===== config.mk =====
export PLATFORM = sky130hd
export DESIGN_NAME = fat_write_scheduler
export DESIGN_NICKNAME = d
export VERILOG_FILES = /design/src/rtl/fat_write_scheduler.sv
export SDC_FILE = /design/constraint.sdc
export NUM_CORES = 1
export LEC_CHECK = 0
export BUFFER_PORTS_ARGS = -buffer_cell sky130_fd_sc_hd__buf_2
export CORE_UTILIZATION = 30
export DETAILED_ROUTE_END_ITERATION = 8
export SLEW_MARGIN = 20
export SYNTH_ARGS = -nofsm -noshare
export SYNTH_HDL_FRONTEND = slang
export SYNTH_SLANG_ARGS = --single-unit

===== constraint.sdc =====
create_clock -name CLK -period 2.36 [get_ports CLK]
set_input_delay 0.118 -clock CLK [delete_from_list [all_inputs] [get_ports CLK]]
set_output_delay 0.118 -clock CLK [all_outputs]
set_load 0.05 [all_outputs]

===== src/rtl/fat_write_scheduler.sv =====
// Sequences FAT sector generation (ping-pong halves) and SD sector writes.
// Optional FAT_MIRROR_EN: write every sector to both FAT copies before releasing its half.
module fat_write_scheduler #(
  parameter logic [31:0] FAT_START_LBA   = 32'd38,
  parameter logic [31:0] SECTORS_PER_FAT = 32'd4,
  parameter logic [15:0] FAT_SECTORS     = 16'd4,
  parameter logic [15:0] ACK_TIMEOUT     = 16'd1000
) (
  input  logic        CLK,
  input  logic        RESET_N,
  input  logic        START,
  output logic        GEN_ENA,
  output logic [1:0]  BUFWAITING,
  input  logic [1:0]  BUFREADY,
  output logic        WR_REQ,
  output logic [31:0] WR_LBA,
  output logic        WR_HALF,
  input  logic        WR_ACK,
  output logic        BUSY,
  output logic        DONE,
  output logic        ERROR
);

`ifdef FAT_MIRROR_EN
  localparam bit MIRROR_EN = 1'b1;
`else
  localparam bit MIRROR_EN = 1'b0;
`endif

  // A run never extends past the end of one FAT copy.
  localparam logic [15:0] RUN_SECTORS =
    (FAT_SECTORS > SECTORS_PER_FAT[15:0]) ? SECTORS_PER_FAT[15:0] : FAT_SECTORS;

  typedef enum logic [2:0] {S_IDLE, S_FILL, S_WRITE, S_FINISH, S_ERR} state_t;

  state_t      state, state_nxt;
  logic        half, half_nxt;
  logic [15:0] sector, sector_nxt;
  logic        copy, copy_nxt;
  logic        gap, gap_nxt;
  logic [15:0] timer, timer_nxt;
  logic        rdy_seen, rdy_seen_nxt;
  logic        error_r, error_nxt;
  logic        gen_ena_s;

  logic [1:0]  fill_code, other_code;
  logic        last_sector;
  logic [31:0] lba;

  assign fill_code   = half ? 2'b10 : 2'b01;
  assign other_code  = half ? 2'b01 : 2'b10;
  assign last_sector = (sector == RUN_SECTORS - 16'd1);

`ifdef FAT_MIRROR_EN
  assign lba = FAT_START_LBA + {16'd0, sector} + (copy ? SECTORS_PER_FAT : 32'd0);
`else
  assign lba = FAT_START_LBA + {16'd0, sector};
`endif

  always_ff @(posedge CLK) begin
    if (!RESET_N) begin
      state    <= S_IDLE;
      half     <= 1'b0;
      sector   <= 16'd0;
      copy     <= 1'b0;
      gap      <= 1'b0;
      timer    <= 16'd0;
      rdy_seen <= 1'b0;
      error_r  <= 1'b0;
    end else begin
      state    <= state_nxt;
      half     <= half_nxt;
      sector   <= sector_nxt;
      copy     <= copy_nxt;
      gap      <= gap_nxt;
      timer    <= timer_nxt;
      rdy_seen <= rdy_seen_nxt;
      error_r  <= error_nxt;
    end
  end

  always_comb begin
    state_nxt    = state;
    half_nxt     = half;
    sector_nxt   = sector;
    copy_nxt     = copy;
    gap_nxt      = gap;
    timer_nxt    = timer;
    rdy_seen_nxt = 1'b0;
    error_nxt    = error_r;
    gen_ena_s    = 1'b0;
    BUFWAITING   = 2'b00;
    WR_REQ       = 1'b0;
    WR_LBA       = 32'd0;
    WR_HALF      = 1'b0;
    DONE         = 1'b0;

    case (state)
      S_IDLE: begin
        if (START) begin
          state_nxt  = S_FILL;
          half_nxt   = 1'b0;
          sector_nxt = 16'd0;
          copy_nxt   = 1'b0;
          gap_nxt    = 1'b0;
          timer_nxt  = 16'd0;
          error_nxt  = 1'b0;
        end
      end

      S_FILL: begin
        gen_ena_s  = 1'b1;
        BUFWAITING = fill_code;
        // Two consecutive matching samples filter the constructor's negedge skew.
        if (BUFREADY == fill_code) begin
          if (rdy_seen) state_nxt = S_WRITE;
          else          rdy_seen_nxt = 1'b1;
        end
      end

      S_WRITE: begin
        gen_ena_s  = 1'b1;
        BUFWAITING = last_sector ? 2'b00 : other_code;
        WR_REQ     = !gap;
        WR_LBA     = lba;
        WR_HALF    = half;
        if (gap) begin
          gap_nxt = 1'b0;
        end else if (WR_ACK) begin
          timer_nxt = 16'd0;
          if (MIRROR_EN && !copy) begin
            copy_nxt = 1'b1;
            gap_nxt  = 1'b1;
          end else begin
            copy_nxt = 1'b0;
            if (last_sector) begin
              state_nxt = S_FINISH;
            end else begin
              sector_nxt = sector + 16'd1;
              half_nxt   = !half;
              state_nxt  = S_FILL;
            end
          end
        end else if (timer == ACK_TIMEOUT - 16'd1) begin
          // This cycle is the ACK_TIMEOUT-th with WR_REQ high.
          timer_nxt = 16'd0;
          error_nxt = 1'b1;
          state_nxt = S_ERR;
        end else begin
          timer_nxt = timer + 16'd1;
        end
      end

      S_FINISH: begin
        DONE      = 1'b1;
        state_nxt = S_IDLE;
      end

      S_ERR: begin
        state_nxt = S_IDLE;
      end

      default: state_nxt = S_IDLE;
    endcase
  end

  // Reset drops the constructor enable immediately, not one edge later.
  assign GEN_ENA = gen_ena_s & RESET_N;
  assign BUSY    = (state != S_IDLE);
  assign ERROR   = error_r;

endmodule


==> results of run 1 <==
[cells in the mapped netlist (7+ instances only)]
cell type | instances | area [um^2]
nand4_1 | 15 | 93.8
nand2_1 | 25 | 93.8
xor2_1 | 7 | 61.3
a21oi_1 | 21 | 105
nor2_1 | 24 | 90.1
buf_4 | 15 | 113
inv_1 | 10 | 37.5
clkbuf_1 | 19 | 71.3
o31ai_1 | 10 | 75.1
or3_1 | 12 | 75.1
or4_1 | 10 | 75.1
a211oi_1 | 11 | 82.6
o21ai_0 | 18 | 90.1
nand3_1 | 10 | 50.1
xnor2_1 | 8 | 70.1
nor3_1 | 7 | 35.0
dfxtp_1 | 38 | 761
[power groups by stage]
| stage | clock (uW) | sequential [uW] | combinational, uW |
|---|---|---|---|
| finish | 554 | 651 | 150 |
| global route | 597 | 652 | 161 |
| CTS | 568 | 651 | 149 |
| detailed placement | 0 | 667 | 148 |
| global placement | 0 | 666 | 148 |
| floorplan | 0 | 668 | 133 |
[logic make-up (layout without fill, tap and decap cells)]
group	Yosys count	in the layout	synth area share (%)
flops	38	38	30.3
simple gates	142	142	31.9
buf+inv	47	64	9.31
mux	3	3	1.24
compound gates	78	78	20.0
fa+ha+maj	4	4	1.99
other cells	1	15	0.149
xor+xnor	15	15	5.23
[placed cells by master, fill, tap and decap left out, types with 3 or more instances in the layout]
cell type,instances
dfxtp_1,28
buf_2,27
nand2_1,25
nor2_1,23
a21oi_1,18
o21ai_0,18
buf_4,17
nand4_1,15
conb_1,15
or3_1,12
a211oi_1,11
inv_1,10
o31ai_1,10
or4_1,10
nand3_1,10
dfxtp_2,10
xnor2_1,8
nor3_1,7
xor2_1,7
and3_1,6
and2_1,6
clkbuf_8,5
nor4_1,4
nand3b_1,4
and4_1,3
a21oi_2,3
a2111o_1,3
a31oi_1,3
ha_1,3
[per-stage QoR]
stage / utilization [%] / cell area [um^2]
after global placement: 34.0 / 2780
after CTS: 35.5 / 2900
after floorplan: - / 2580
after global routing: 35.7 / 2920
final: 35.7 / 2920
after detailed placement: 34.0 / 2780
[layout make-up]
class                           count  area [um^2]  area share [%]
Tap cell                          105          131            4.50
Inverter                           11         41.3            1.42
Multi-Input combinational cell    257         1590            54.5
Clock inverter                      3         40.0            1.37
Clock buffer                        5         68.8            2.36
Sequential cell                    38          773            26.5
Timing Repair Buffer               45          274            9.39
[routing by layer]
metal  track usage, %  vias up  share of wire, %
met3             2.68        6               3.3
met4             5.51        0               1.5
met2             22.7       55                45
met5                0        -                 0
li1                 -     1244                 -
met1             20.5     1186                50
[state kept, by name, summed over array words and instances (netlist names)]
signal and count:
half 1, ERROR 1, timer 16, state 3, sector 16, rdy_seen 1
[worst max-delay path by stage]
stage | startpoint | to | cells past startpoint
final | sector[1]$_SDFFE_PN0P_ | BUFWAITING[1] | 6
after global routing | sector[7]$_SDFFE_PN0P_ | WR_LBA[14] | 5
after CTS | sector[3]$_SDFFE_PN0P_ | WR_LBA[14] | 5
after detailed placement | sector[1]$_SDFFE_PN0P_ | BUFWAITING[1] | 6
after global placement | sector[1]$_SDFFE_PN0P_ | BUFWAITING[1] | 6
after floorplan | sector[1]$_SDFFE_PN0P_ | BUFWAITING[1] | 6
[critical path: cells and delay by family (launching register included)]
kind            cells  cell delay [ns]
compound gates      1             0.18
flops               1             0.36
simple gates        3             0.93
buf+inv             1             0.17
fa+ha+maj           1             0.20
[what timing repair did]
action | in CTS | in global routing
pin swaps | 0 | 0
buffers inserted | 0 | 0
resized for setup | 6 | 12
setup endpoints to repair | 3 | 14
==> results.ini, run 1 <==
[run_status]
outcome = complete, no violations

[timing]
period_needed_ns = 2.26
hold_viol_final = 0
timing.fmax_mhz = 443
fin_tns_setup_ns = 0
setup_ws_ns = 0.105
rsz0062_at_grt = false
worst_pin_slew_ns = 0.587
hold_slack_ns = 0.119
period_share_pct = 95.6
finalSetupViolCount = 0
skew_ns = 0.00793
slew_headroom_pct = 60.6
drv_slew = 0

[routing]
via_per_inst = 5.37
wl_per_cell_um = 13.0
vias = 2491
first_pass_iters = 4
drc = 0
initialDrtViolationCount = 204
ant_nets = 0
drt_wl_total_um = 6050

[placed_design]
post-dp-hpwl_um = 4330
preCtsSetupSlack_ns = 0.267
gp_congestion = 0.883
dp.cells = 456
numPortBuffers = 30

[power]
p_sw_share_pct = 27.1
internal-power_uw = 988
p_sw_uw = 367
power.leakage_uw = 0.00101
p_total_uw = 1350
p_comb_share_pct = 11.1
p_clk_share_pct = 40.9
seqPwrFrac_pct = 48.1
peakVddDrop_v = 0.000331
power_density_nw_per_um2 = 464

[floorplanning]
floorplan.die.width_um = 93.5
rows = 33
dieArea_um2 = 8750
core_um2 = 8180
start_util_pct = 30.7
die_y_um = 93.5
io_pins = 46

[setup_path]
required_ns = 2.24
path_class = reg2out
cpPeakStageDelay_ns = 0.63
worstPathMaxFanout = 7
critical_path.reg2reg.endpoint = timer[8]$_SDFFE_PN0P_
rrSetupSlack_ns = 0.32
reg2reg_depth = 6
cpMaxStageDelayCell = or4b_2
path_cells = ha_2 -> nor4b_1 -> and4_1 -> or4b_2 -> a21oi_2 -> buf_6
r2r_start = timer[0]$_SDFFE_PN0P_
end_kind = primary output
cp-start-kind = flop
worstPathArrival_ns = 2.14

[finish]
num_antenna_cells = 0
final_nets = 368
finalNonFillerCells = 464
drive_above_1_share_pct = 21.2
fillCellCount = 894
areaGrowthSynthToFinish_pct = 16.1

[global_route]
grt_pass1_vias = 2190
antenna_found_initial = 0
grt.total_usage_pct = 14.8
overflow = 0
grt_max_degree = 17
grt_pass1_wl_um = 10400

[synth]
synth-seq-area-share_pct = 30.3
synth_edf_count = 0
syn_inst = 328
ys_async_sr_fraction_pct = 0
ys.flop_type = dfxtp_1
synth.cell_area_um2 = 2510
synth.ff_latch_count = 38
synthDistinctLibCells = 53
synth_warnings = 0
synth.avg_cell_area_um2 = 7.66

[clock_network]
hold_buffers = 0
cts_htree_levels = 2
cts_tree = yes
clk_path_buf_depth = 2
clk_latency_ns = 0.30
numClockSinks = 38
clkTransAtPathRegs_ns = 0.07
clockRootBuffer = clkbuf_8
cts_inserted_buffers = 5

[worst_hold_path]
min-delay-start = RESET_N
min_to = state[1]$_SDFFE_PN0P_
holdCritPathClass = in2reg
hold_depth = 3

[run]
maxCapViolCount = 0

(Power assumes the default switching activity.)
==> run 2: changes to the inputs <==
==> constraint.sdc (replaced) <==
create_clock -name CLK -period 2.36 [get_ports CLK]
set_input_delay 0.118 -clock CLK [delete_from_list [all_inputs] [get_ports CLK]]
set_output_delay 0.118 -clock CLK [all_outputs]
set_load 0.005 [all_outputs]
==> results.ini, run 2 (synthesized netlist as in run 1, its figures left out) <==
[setup_path]
cpMaxStageDelayCell = or4b_2  ; unchanged
worstPathMaxFanout = 7  ; unchanged
required_ns = 2.24  ; about the same
worstPathArrival_ns = 2.12  ; was 2.14 ns
path_class = reg2out  ; unchanged
cpPeakStageDelay_ns = 0.60  ; was 0.63 ns
path_buf_inv = 1  ; unchanged
cp-start-kind = flop  ; unchanged
crit_family = simple AND/OR/NAND/NOR gates  ; unchanged
end_kind = primary output  ; unchanged
path_cells = ha_1 -> nor4b_1 -> and4_1 -> or4b_2 -> a21oi_1 -> buf_2  ; was ha_2 -> nor4b_1 -> and4_1 -> or4b_2 -> a21oi_2 -> buf_6

[floorplanning]
dieArea_um2 = 8750  ; unchanged
die_y_um = 93.5  ; unchanged
floorplan.die.width_um = 93.5  ; unchanged
start_util_pct = 30.7  ; unchanged
core_um2 = 8180  ; unchanged
rows = 33  ; unchanged
io_pins = 46  ; unchanged

[timing]
rsz0062_at_grt = false  ; unchanged
period_share_pct = 94.7  ; was 95.6%
slew_headroom_pct = 57.9  ; was 60.6%
fin_tns_setup_ns = 0  ; unchanged
hold_viol_final = 0  ; unchanged
period_needed_ns = 2.24  ; was 2.26 ns
timing.fmax_mhz = 447  ; was 443 MHz
hold_slack_ns = 0.151  ; was 0.119 ns
skew_ns = 0.00378  ; was 0.00793 ns
drv_slew = 0  ; unchanged
worst_pin_slew_ns = 0.627  ; was 0.587 ns
finalSetupViolCount = 0  ; unchanged
setup_ws_ns = 0.125  ; was 0.105 ns

[placed_design]
post-dp-hpwl_um = 4200  ; was 4330 um
numPortBuffers = 30  ; unchanged
dp.cells = 450  ; was 456
placedInstanceArea_um2 = 2720  ; was 2780 um^2
preCtsSetupSlack_ns = 0.265  ; was 0.267 ns
gp_congestion = 0.793  ; was 0.883

[global_route]
grt.total_usage_pct = 13.9  ; was 14.8%
grt_pass1_wl_um = 9780  ; was 10400 um
antenna_found_initial = 0  ; unchanged
overflow = 0  ; unchanged
grt_max_degree = 25  ; was 17
grt_pass1_vias = 2137  ; was 2190

[routing]
ant_nets = 0  ; unchanged
first_pass_iters = 4  ; unchanged
via_per_inst = 5.35  ; was 5.37
vias = 2439  ; was 2491
wl_per_cell_um = 12.8  ; was 13.0 um
initialDrtViolationCount = 125  ; was 204
drc = 0  ; unchanged
drt_wl_total_um = 5830  ; was 6050 um

[finish]
final_cell_mix = dfxtp_1, buf_2, nand2_1  ; unchanged
num_antenna_cells = 0  ; unchanged
areaGrowthSynthToFinish_pct = 11.7  ; was 16.1%
postLayoutCellArea_um2 = 2810  ; was 2920 um^2
final_common_cell = dfxtp_1  ; unchanged
largestRegisters = sector x16, timer x16, state x3  ; unchanged
drive_above_1_share_pct = 15.4  ; was 21.2%
final_nets = 362  ; was 368
finalNonFillerCells = 456  ; was 464

[power]
p_sw_share_pct = 23.8  ; was 27.1%
peakVddDrop_v = 0.000242  ; was 0.000331 V
power_density_nw_per_um2 = 421  ; was 464 nW/um^2
internal-power_uw = 901  ; was 988 uW
p_clk_share_pct = 37.7  ; was 40.9%
seqPwrFrac_pct = 55.1  ; was 48.1%
power.leakage_uw = 0.000965  ; was 0.00101 uW
p_comb_share_pct = 7.2  ; was 11.1%
p_sw_uw = 281  ; was 367 uW

[clock_network]
cts_htree_levels = 2  ; unchanged
clkTransAtPathRegs_ns = 0.07  ; about the same
clockRootBuffer = clkbuf_8  ; unchanged
cts_inserted_buffers = 5  ; unchanged
numClockSinks = 38  ; unchanged
clk_path_buf_depth = 2  ; unchanged
cts_tree = yes  ; unchanged
clk_latency_ns = 0.29  ; was 0.30 ns
hold_buffers = 0  ; unchanged

[run_status]
outcome = complete, no violations  ; unchanged

[worst_hold_path]
holdCritPathClass = in2reg  ; unchanged

[run]
maxCapViolCount = 0  ; unchanged

==> run 2: power groups by stage <==
stage	Combinational (uW)	Sequential (uW)	Clock (uW)
finish	85.3	652	445
global route	96.8	653	489
CTS	85.5	652	461
detailed placement	85.3	667	0
global placement	84.0	666	0
floorplan	69.9	665	0
==> run 2: stage by stage <==
step                      util, %  total power, uW
final                        34.3             1180
after global routing         34.3             1240
after CTS                    34.3             1200
after detailed placement     33.3              752
after global placement       33.3              750
after floorplan                 -              735
==> run 2: layer usage <==
metal  up-vias  routed length, um  global-route usage, %
li1       1232                  -                      -
met1      1148               2790                   17.9
met2        49               2770                   23.0
met3        10                152                   2.20
met4         0                122                   5.90
met5         -                  0                      0
==> run 2: worst register-to-register path, delay by kind of cell (launching register included) <==
| family | cells | cell delay, ns |
|---|---|---|
| adder cells (fa/ha/maj) | 1 | 0.25 |
| flip-flops | 1 | 0.36 |
| AO/OA/AOI/OAI | 1 | 0.22 |
| AND/OR/NAND/NOR | 3 | 1.18 |
==> run 2: timing repair <==
| action | 4_1_cts | 5_1_grt |
|---|---|---|
| gates resized for setup | 0 | 2 |
| setup buffers | 0 | 0 |
| endpoints found under the setup margin | 0 | 2 |
==> run 2: final cells by class <==
type / count / area (um^2)
inverter: 11 / 41.3
timing repair buffer: 39 / 218
clock buffer: 6 / 82.6
multi-input combinational: 257 / 1570
tap: 105 / 131
fill: 894 / 5370
sequential: 38 / 763
==> run 2: worst paths after layout <==
kind                                             start                     end  slack [ns]  cells after the start
worst max-delay path            sector[1]$_SDFFE_PN0P_           BUFWAITING[1]        0.12                      6
worst min-delay path                           RESET_N   state[1]$_SDFFE_PN0P_        0.15                      3
worst max register to register   timer[0]$_SDFFE_PN0P_  timer[14]$_SDFFE_PN0P_        0.26                      5
worst min register to register     rdy_seen$_SDFF_PN0_     rdy_seen$_SDFF_PN0_        0.44                      1
